### src/rtl/serv_bus_pkg.sv
// Shared types and limits for the SERV bus responder.
// One channel state machine per bus; requests are latched in IDLE.
package serv_bus_pkg;

  typedef enum logic [1:0] {
    IDLE,
    WAIT,
    ACK
  } chan_state_e;

  localparam int WAIT_W       = 2;
  localparam int MAX_WAIT_LIM = 2;

  typedef struct packed {
    logic        fire;
    logic        we;
    logic [31:0] adr;
    logic [31:0] dat;
    logic [3:0]  sel;
  } req_t;

  function automatic logic [WAIT_W-1:0] clamp_wait(
    input logic [WAIT_W-1:0] req,
    input logic [WAIT_W-1:0] lim
  );
    return (req > lim) ? lim : req;
  endfunction

endpackage

### src/rtl/serv_bus_chan.sv
// One Wishbone responder channel: wait-state FSM, read data,
// saturating completion counter and protocol-error detect.
module serv_bus_chan
  import serv_bus_pkg::*;
#(
  parameter int MAX_WAIT = 2,
  parameter int CNT_W    = 16
) (
  input  logic              clk,
  input  logic              i_rst_n,
  input  logic              cyc,
  input  logic [31:0]       adr,
  input  logic              we,
  input  logic [3:0]        sel,
  input  logic [31:0]       dat,
  input  logic [31:0]       word,
  input  logic [WAIT_W-1:0] wt,
  output logic [31:0]       rdt,
  output logic              ack,
  output logic [CNT_W-1:0]  cnt,
  output logic              err,
  output req_t              req
);

  localparam logic [WAIT_W-1:0] MW = WAIT_W'(MAX_WAIT);

  chan_state_e       state;
  logic [WAIT_W-1:0] wcnt;
  logic [WAIT_W-1:0] w;
  logic [31:0]       adr_q;
  logic [31:0]       dat_q;
  logic [3:0]        sel_q;
  logic              we_q;
  logic              go_ack;
  logic              bad;

  always_comb begin
    w      = clamp_wait(wt, MW);
    go_ack = 1'b0;
    unique case (state)
      IDLE:    go_ack = cyc && (w == '0);
      WAIT:    go_ack = (wcnt == '0);
      default: go_ack = 1'b0;
    endcase
    bad = ((state != IDLE) && !cyc)
       || ((state == WAIT)
           && ((adr != adr_q) || (we != we_q)));
    // In IDLE the request is being latched this edge,
    // so expose the live inputs instead of stale latches.
    req.fire = go_ack && cyc;
    req.we   = (state == IDLE) ? we  : we_q;
    req.adr  = (state == IDLE) ? adr : adr_q;
    req.dat  = (state == IDLE) ? dat : dat_q;
    req.sel  = (state == IDLE) ? sel : sel_q;
  end

  always_ff @(posedge clk or negedge i_rst_n) begin
    if (!i_rst_n) begin
      state <= IDLE;
      wcnt  <= '0;
      adr_q <= '0;
      dat_q <= '0;
      sel_q <= '0;
      we_q  <= 1'b0;
      rdt   <= '0;
      ack   <= 1'b0;
      cnt   <= '0;
      err   <= 1'b0;
    end else begin
      ack <= req.fire;
      rdt <= (req.fire && !req.we) ? word : '0;
      if (bad)
        err <= 1'b1;
      if (ack && (cnt != '1))
        cnt <= cnt + CNT_W'(1);
      unique case (state)
        IDLE: begin
          if (cyc) begin
            adr_q <= adr;
            dat_q <= dat;
            sel_q <= sel;
            we_q  <= we;
            if (w == '0) begin
              state <= ACK;
            end else begin
              state <= WAIT;
              wcnt  <= w - WAIT_W'(1);
            end
          end
        end
        WAIT: begin
          if (wcnt == '0)
            state <= ACK;
          else
            wcnt <= wcnt - WAIT_W'(1);
        end
        ACK:     state <= IDLE;
        default: state <= IDLE;
      endcase
    end
  end

endmodule

### src/rtl/serv_bus_responder.sv
// Bounded-latency ibus/dbus responder for the SERV core.
// Two independent channels plus dbus write capture.
module serv_bus_responder
  import serv_bus_pkg::*;
#(
  parameter int MAX_WAIT = 2,
  parameter int CNT_W    = 16
) (
  input  logic             clk,
  input  logic             i_rst_n,
  input  logic [31:0]      i_ibus_adr,
  input  logic             i_ibus_cyc,
  input  logic [31:0]      i_ibus_word,
  input  logic [1:0]       i_ibus_wait,
  output logic [31:0]      o_ibus_rdt,
  output logic             o_ibus_ack,
  input  logic [31:0]      i_dbus_adr,
  input  logic [31:0]      i_dbus_dat,
  input  logic [3:0]       i_dbus_sel,
  input  logic             i_dbus_we,
  input  logic             i_dbus_cyc,
  input  logic [31:0]      i_dbus_word,
  input  logic [1:0]       i_dbus_wait,
  output logic [31:0]      o_dbus_rdt,
  output logic             o_dbus_ack,
  output logic             o_wr_valid,
  output logic [31:0]      o_wr_adr,
  output logic [31:0]      o_wr_dat,
  output logic [3:0]       o_wr_sel,
  output logic [CNT_W-1:0] o_ibus_cnt,
  output logic [CNT_W-1:0] o_dbus_cnt,
  output logic             o_proto_err
);

  if (MAX_WAIT < 0 || MAX_WAIT > MAX_WAIT_LIM) begin : g_bad_wait
    $error("serv_bus_responder: MAX_WAIT out of range");
  end

  req_t ibus_unused;
  req_t dbus_req;
  logic ibus_err;
  logic dbus_err;

  serv_bus_chan #(
    .MAX_WAIT (MAX_WAIT),
    .CNT_W    (CNT_W)
  ) u_ibus (
    .clk     (clk),
    .i_rst_n (i_rst_n),
    .cyc     (i_ibus_cyc),
    .adr     (i_ibus_adr),
    .we      (1'b0),
    .sel     (4'h0),
    .dat     (32'h0),
    .word    (i_ibus_word),
    .wt      (i_ibus_wait),
    .rdt     (o_ibus_rdt),
    .ack     (o_ibus_ack),
    .cnt     (o_ibus_cnt),
    .err     (ibus_err),
    .req     (ibus_unused)
  );

  serv_bus_chan #(
    .MAX_WAIT (MAX_WAIT),
    .CNT_W    (CNT_W)
  ) u_dbus (
    .clk     (clk),
    .i_rst_n (i_rst_n),
    .cyc     (i_dbus_cyc),
    .adr     (i_dbus_adr),
    .we      (i_dbus_we),
    .sel     (i_dbus_sel),
    .dat     (i_dbus_dat),
    .word    (i_dbus_word),
    .wt      (i_dbus_wait),
    .rdt     (o_dbus_rdt),
    .ack     (o_dbus_ack),
    .cnt     (o_dbus_cnt),
    .err     (dbus_err),
    .req     (dbus_req)
  );

  always_ff @(posedge clk or negedge i_rst_n) begin
    if (!i_rst_n) begin
      o_wr_valid <= 1'b0;
      o_wr_adr   <= '0;
      o_wr_dat   <= '0;
      o_wr_sel   <= '0;
    end else begin
      o_wr_valid <= dbus_req.fire && dbus_req.we;
      if (dbus_req.fire && dbus_req.we) begin
        o_wr_adr <= dbus_req.adr;
        o_wr_dat <= dbus_req.dat;
        o_wr_sel <= dbus_req.sel;
      end
    end
  end

  assign o_proto_err = ibus_err | dbus_err;

endmodule

### config.mk
export PLATFORM = sky130hd
export DESIGN_NAME = serv_bus_responder
export DESIGN_NICKNAME = d
export VERILOG_FILES = /design/src/rtl/serv_bus_pkg.sv /design/src/rtl/serv_bus_chan.sv /design/src/rtl/serv_bus_responder.sv
export SDC_FILE = /design/constraint.sdc
export NUM_CORES = 1
export LEC_CHECK = 0
export ABC_AREA = 1
export BUFFER_PORTS_ARGS = -buffer_cell sky130_fd_sc_hd__clkbuf_2
export CORE_ASPECT_RATIO = 2
export CORE_UTILIZATION = 35
export DETAILED_ROUTE_END_ITERATION = 10
export HOLD_SLACK_MARGIN = 0.08
export PLACE_DENSITY = 0.65
export SKIP_CTS_REPAIR_TIMING = 1
export SLEW_MARGIN = 5
export SYNTH_ARGS = -nofsm -noshare
export SYNTH_HDL_FRONTEND = slang
export SYNTH_SLANG_ARGS = --single-unit
### constraint.sdc
create_clock -name clk -period 2.8 [get_ports clk]
set_clock_uncertainty 0.1 [all_clocks]
set_input_delay 0.42 -clock clk [delete_from_list [all_inputs] [get_ports clk]]
set_output_delay 0.42 -clock clk [all_outputs]
set_load 0.01 [all_outputs]
Yosys cells after proc, flatten, opt, wreduce, memory -nomap -nowiden
Index checks and enable logic that the tools add are counted.
- output and inout port bits: 168
- register bits after elaboration: 278
- eq/ne operators: 15
- order comparisons: 2
- reductions and logical operators: 34
- bitwise operators: 1
- multiplexer cells: 26
- $add $sub $neg: 6
- operators with widths (operator ; count):
    32-bit 2-to-1 mux ; 4
    32-bit inequality test ; 2
    16-bit by 1-bit adder with 16-bit output (second input constant) ; 2
    16-bit inequality test (second input constant) ; 2
    2-bit 2-to-1 mux ; 14
    2-bit inequality test (second input constant) ; 8
    2-bit case mux with 2 select lines ; 4
    1-bit logical AND ; 12
    2-bit zero test ; 6
    2-bit AND reduction ; 4
    4-bit AND reduction ; 2
    2-bit nonzero test ; 4
    2-bit by 1-bit subtractor with 2-bit output (second input constant) ; 4
    2-bit by 1-bit == test with 1-bit output (second input constant) ; 2
    2-bit > comparator (second input constant) ; 2
    4-bit 2-to-1 mux ; 1
    1-bit case mux with 2 select lines ; 2
    1-bit zero test ; 3
    1-bit logical OR ; 3
    1-bit 2-to-1 mux ; 1
    1-bit inequality test ; 1
    1-bit OR ; 1

Longest topological paths before layout
- depth in word-level cells: 8
- depth in mapped cells: 11
- mapped depth without buffers: 11

Hierarchy
A second synthesis with hierarchy kept.
- cell total of the unflattened synthesis: 1856
- area total of the unflattened synthesis: 15075.7 um^2
- by module, submodules not included (module ; sequential area each (um^2) ; instances ; cells each ; area each (um^2)):
    serv_bus_chan ; 3078.0 ; 2 ; 778 ; 6160.9
    serv_bus_responder ; 1726.7 ; 1 ; 300 ; 2753.9

Least setup slack after synthesis
No wires, ideal clock.
- path type: flip-flop to flip-flop
- from: reg u_dbus.cnt[0]
- to: reg u_dbus.cnt[11]
- path buffers: 1
- slack: 1016 ps
- period minus slack after synthesis: 1784 ps
- required time: 2621 ps
- stages on the path, launching flop included: 10
- data arrival time: 1605 ps
- cells stage by stage: dfrtp_1 ha_1 nand3_1 nor3_2 nand3_2 nand2_4 inv_2 clkbuf_8 nand2_2 xor2_1
- cells in the longest elaborated chain, start to end: 2
- elaborated cells between the ends (all ways): 3
- ends and longest elaborated chain (element ; RTL line ; RTL):
    start: declaration ; serv_bus_chan.sv:20 ; output logic [CNT_W-1:0] cnt,
    start signal: assignment ; serv_bus_chan.sv:75 ; cnt <= cnt + CNT_W'(1);
    branches (longest 2 deep; another with 16-bit by 1-bit adder with 16-bit output) ; - ;
Parallel ways; which one is timed is not known.
A chain may end at the register's enable or synchronous reset.

Worst setup path after layout
- from: reg u_dbus.state[0]
- to: reg o_wr_dat[14]
- cells in the longest elaborated chain, start to end: 4
- elaborated cells between the ends (all ways): 7
- ends and longest elaborated chain (element ; RTL line ; RTL):
    start: declaration ; serv_bus_chan.sv:27 ; chan_state_e state;
    start signal: assignment ; serv_bus_chan.sv:59 ; state <= IDLE;
    start signal: assignment ; serv_bus_chan.sv:84 ; state <= ACK;
    start signal: assignment ; serv_bus_chan.sv:86 ; state <= WAIT;
    2-bit by 1-bit == test with 1-bit output / 2-bit zero test (equally long branches) ; serv_bus_chan.sv:40, serv_bus_chan.sv:51, serv_bus_chan.sv:53 ;
    1-bit case mux with 2 select lines ; serv_bus_chan.sv:40 ; unique case (state)
    1-bit logical AND ; serv_bus_chan.sv:50 ; req.fire = go_ack && cyc;
    1-bit logical AND ; serv_bus_responder.sv:92 ; if (dbus_req.fire && dbus_req.we) begin
    end signal: assignment ; serv_bus_responder.sv:94 ; o_wr_dat <= dbus_req.dat;
    end: declaration ; serv_bus_responder.sv:28 ; output logic [31:0] o_wr_dat,
Several ways; a longest one is shown, not always the timed one.

==> results.md <==
* Status: completed
* Max VDD drop at 0.629 mV
* Max Fclk at 451 MHz
* WP buf/inv at 2
* Slowest cell delay on critical path at 0.56 ns
* Element type at the critical path end: flip-flop
* Clk buf depth at 3
* Rel. slew slack at 46.1%
* Drt drc at 0
* Clock-pin transition on the worst setup and hold timing paths at 0.07 ns
* Clk_lat worst skew at 0.55 ns
* Crit path cell chain: inv_1 > nor2_4 > nand3_1 > o21ai_1 > and3_4 > buf_12 > o21ai_0
* Final Hold Fails at 0
* CP max FO at 58
* Hold Path Class: input pin to flip-flop
* Yosys top cell area share at 56.3%
* DRT iter0 DRCs at 374
* Worst slew pin tran at 0.809 ns
* CP required at 3.10 ns
* Setup TNS at 0 ns
* Grt ovf at 0
* Syn Area/Cell at 8.97 µm²
* Global-route wire length before repair at 52.8 mm
* Worst Path Arrival at 2.52 ns
* Top delay family on crit path: simple AND/OR/NAND/NOR gates
* Synth area leaders: dfrtp_1 56%, nand2_1 8.4%, inv_1 7.7%, o21ai_0 5.6%, o22ai_1 3.5%
* Adder-cell share of the synthesized area at 0.202%
* Clock root buffer: clkbuf_16
* Total iterations of the first detailed-routing run at 5
* Multiplexer share of the synthesized area at 1.91%
* Tmin final at 2.22 ns
* Most frequent cells in the layout: 339 x clkbuf_2, 278 x dfrtp_1, 275 x nand2_1
* IO Port Bufs at 340
* Place WS at 0.657 ns
* Max-cap viol count at 0
* Post-detailed-route wirelength per cell at 15.5 µm
* Final setup fails at 0
* Rows at 97
* Initial core utilization at 35.4%
* Pins Over Slew Limit at 0
* Crit-path slowest cell: and3_4
* CTS tree: built
* Die area at 36100 µm²
* Commonest non-fill, non-tap cell in the layout: clkbuf_2
* Leak at 8.81 nW
* Worst Setup Slack, final at 0.582 ns
* CTS Sinks at 278
* Die H at 268 µm
* Cell Pwr Density at 915 nW/µm²
* Net Count, Synth at 1553
* Number of H-tree levels at 1
* Area added between synthesis and finish at 38.1%
* Initial antenna violation count at 4
* Synthesized area at 12400 µm²
* Post-Synth Simple-Gate Area at 15.1%
* Warnings, synthesis at 0
* Vias at 10993
* Synth cell types at 37
* Vias in the first global route at 10555
* Nets at 2049
* GPL Wtd Cong at 0.847
* RSZ-0062 raised after global routing: false
* Layout cell share with drive strength beyond 1 at 24.6%
* Biggest area consumer among synthesized cells: dfrtp_1
* Post-Syn Instances at 1378
* Vias/cell at 4.69
* Die X at 135 µm
* GRT Util Overall at 18.6%
* Core box area at 35000 µm²
* #FFs+latches synth at 278
* Drt total wl at 36.2 mm
* Pin count of the biggest net entering global routing at 91
* CP startpoint kind: flip-flop
* DP HPWL at 24.9 mm
* Synth Area in XOR/XNOR at 5.32%
* Largest family of logic cells by synthesized area: simple AND/OR/NAND/NOR gates
* Fill cell count at 3188
* Fin crit share at 79.2%
* Post-synthesis sequential area ratio at 56.3%
* Critical path class: flip-flop to flip-flop
* Routed Antenna Nets at 0
* Post-synthesis compound-gate area fraction at 11.0%
* I/O pin total at 341
* Num CTS Buffers at 27
==> metal layers <==
layer / global-route usage (%) / vias up / wire length, µm
li1: - / 5268 / -
met1: 18.9 / 5245 / 13000
met2: 35.3 / 376 / 19800
met3: 3.40 / 104 / 1860
met4: 9.90 / 0 / 1570
met5: 0 / - / 0
==> metrics by stage <==
stage	cell area, µm²	cells	hold WS, ns	power (mW)	util (%)
floorplan	12400	1378	0.0244	9.77	-
global placement	14500	2129	0.368	11.4	41.6
detailed placement	14500	2129	0.368	11.7	41.6
CTS	15400	2177	-0.226	15.5	44.2
global route	17100	2342	0.0740	16.7	48.8
finish	17100	2342	0.0598	15.6	48.8
==> cells in the mapped netlist, drive strengths merged <==
master	n
dfrtp	278
nand2	278
inv	255
o21ai	161
nor2	113
o22ai	70
xnor2	50
buf	30
nand3	27
clkbuf	26
xor2	25
mux2	21
nor3	14
nand4	9
or2	7
a21oi	2
ha	2
nand2b	2
nor3b	2
o31ai	2
a31oi	1
and2	1
and3	1
nand3b	1
==> layout make-up <==
type / count / area, µm² / share of cell area, %
antenna: 4 / 10.0 / 0.0587
clock buffer: 38 / 767 / 4.50
clock inverter: 10 / 139 / 0.814
inverter: 255 / 957 / 5.61
multi-input combinational: 789 / 4150 / 24.3
sequential: 278 / 6960 / 40.8
tap: 445 / 557 / 3.26
timing repair buffer: 523 / 3530 / 20.7
==> sequential cells by signal, summed over array words and instances, names as in the netlist, 4 cells and up <==
register / cells
o_wr_adr: 32
o_wr_dat: 32
u_dbus.adr_q: 32
u_dbus.dat_q: 32
u_dbus.rdt: 32
u_ibus.adr_q: 32
u_ibus.rdt: 32
u_dbus.cnt: 16
u_ibus.cnt: 16
o_wr_sel: 4
u_dbus.sel_q: 4
==> cell families after synthesis <==
family	count (synthesis)
AO/OA/AOI/OAI	236
buffers and inverters	311
AND/OR/NAND/NOR	455
multiplexers	21
adder cells (fa/ha/maj)	2
XOR/XNOR	75
flip-flops	278
==> report_power, final <==
group	switching, mW	internal, mW	total (mW)
Clock	1.62	2.19	3.81
Combinational	3.23	2.24	5.47
Sequential	0.874	5.45	6.32
Total	5.73	9.88	15.6
==> final timing paths <==
kind	startpoint	endpoint	slack [ns]	depth (start not counted)
worst max register to register	u_dbus.state[0]	o_wr_dat[14]	0.58	7
worst min register to register	u_ibus.err	u_ibus.err	0.38	2
worst max-delay path	u_dbus.state[0]	o_wr_dat[14]	0.58	7
worst min-delay path	i_dbus_adr[13]	u_dbus.adr_q[13]	0.06	3
max in group asynchronous	i_rst_n	u_dbus.rdt[18]	1.41	3
min in group asynchronous	i_rst_n	o_wr_adr[21]	0.32	2
==> worst register-to-register path: cells and delay by family (launching register included) <==
| family | cells | cell delay [ns] |
|---|---|---|
| AOI/OAI and AO/OA | 2 | 0.37 |
| buffers and inverters | 2 | 0.40 |
| DFF | 1 | 0.42 |
| and+or+nand+nor | 3 | 0.79 |
Note: power is estimated with default switching activity, not from simulation.
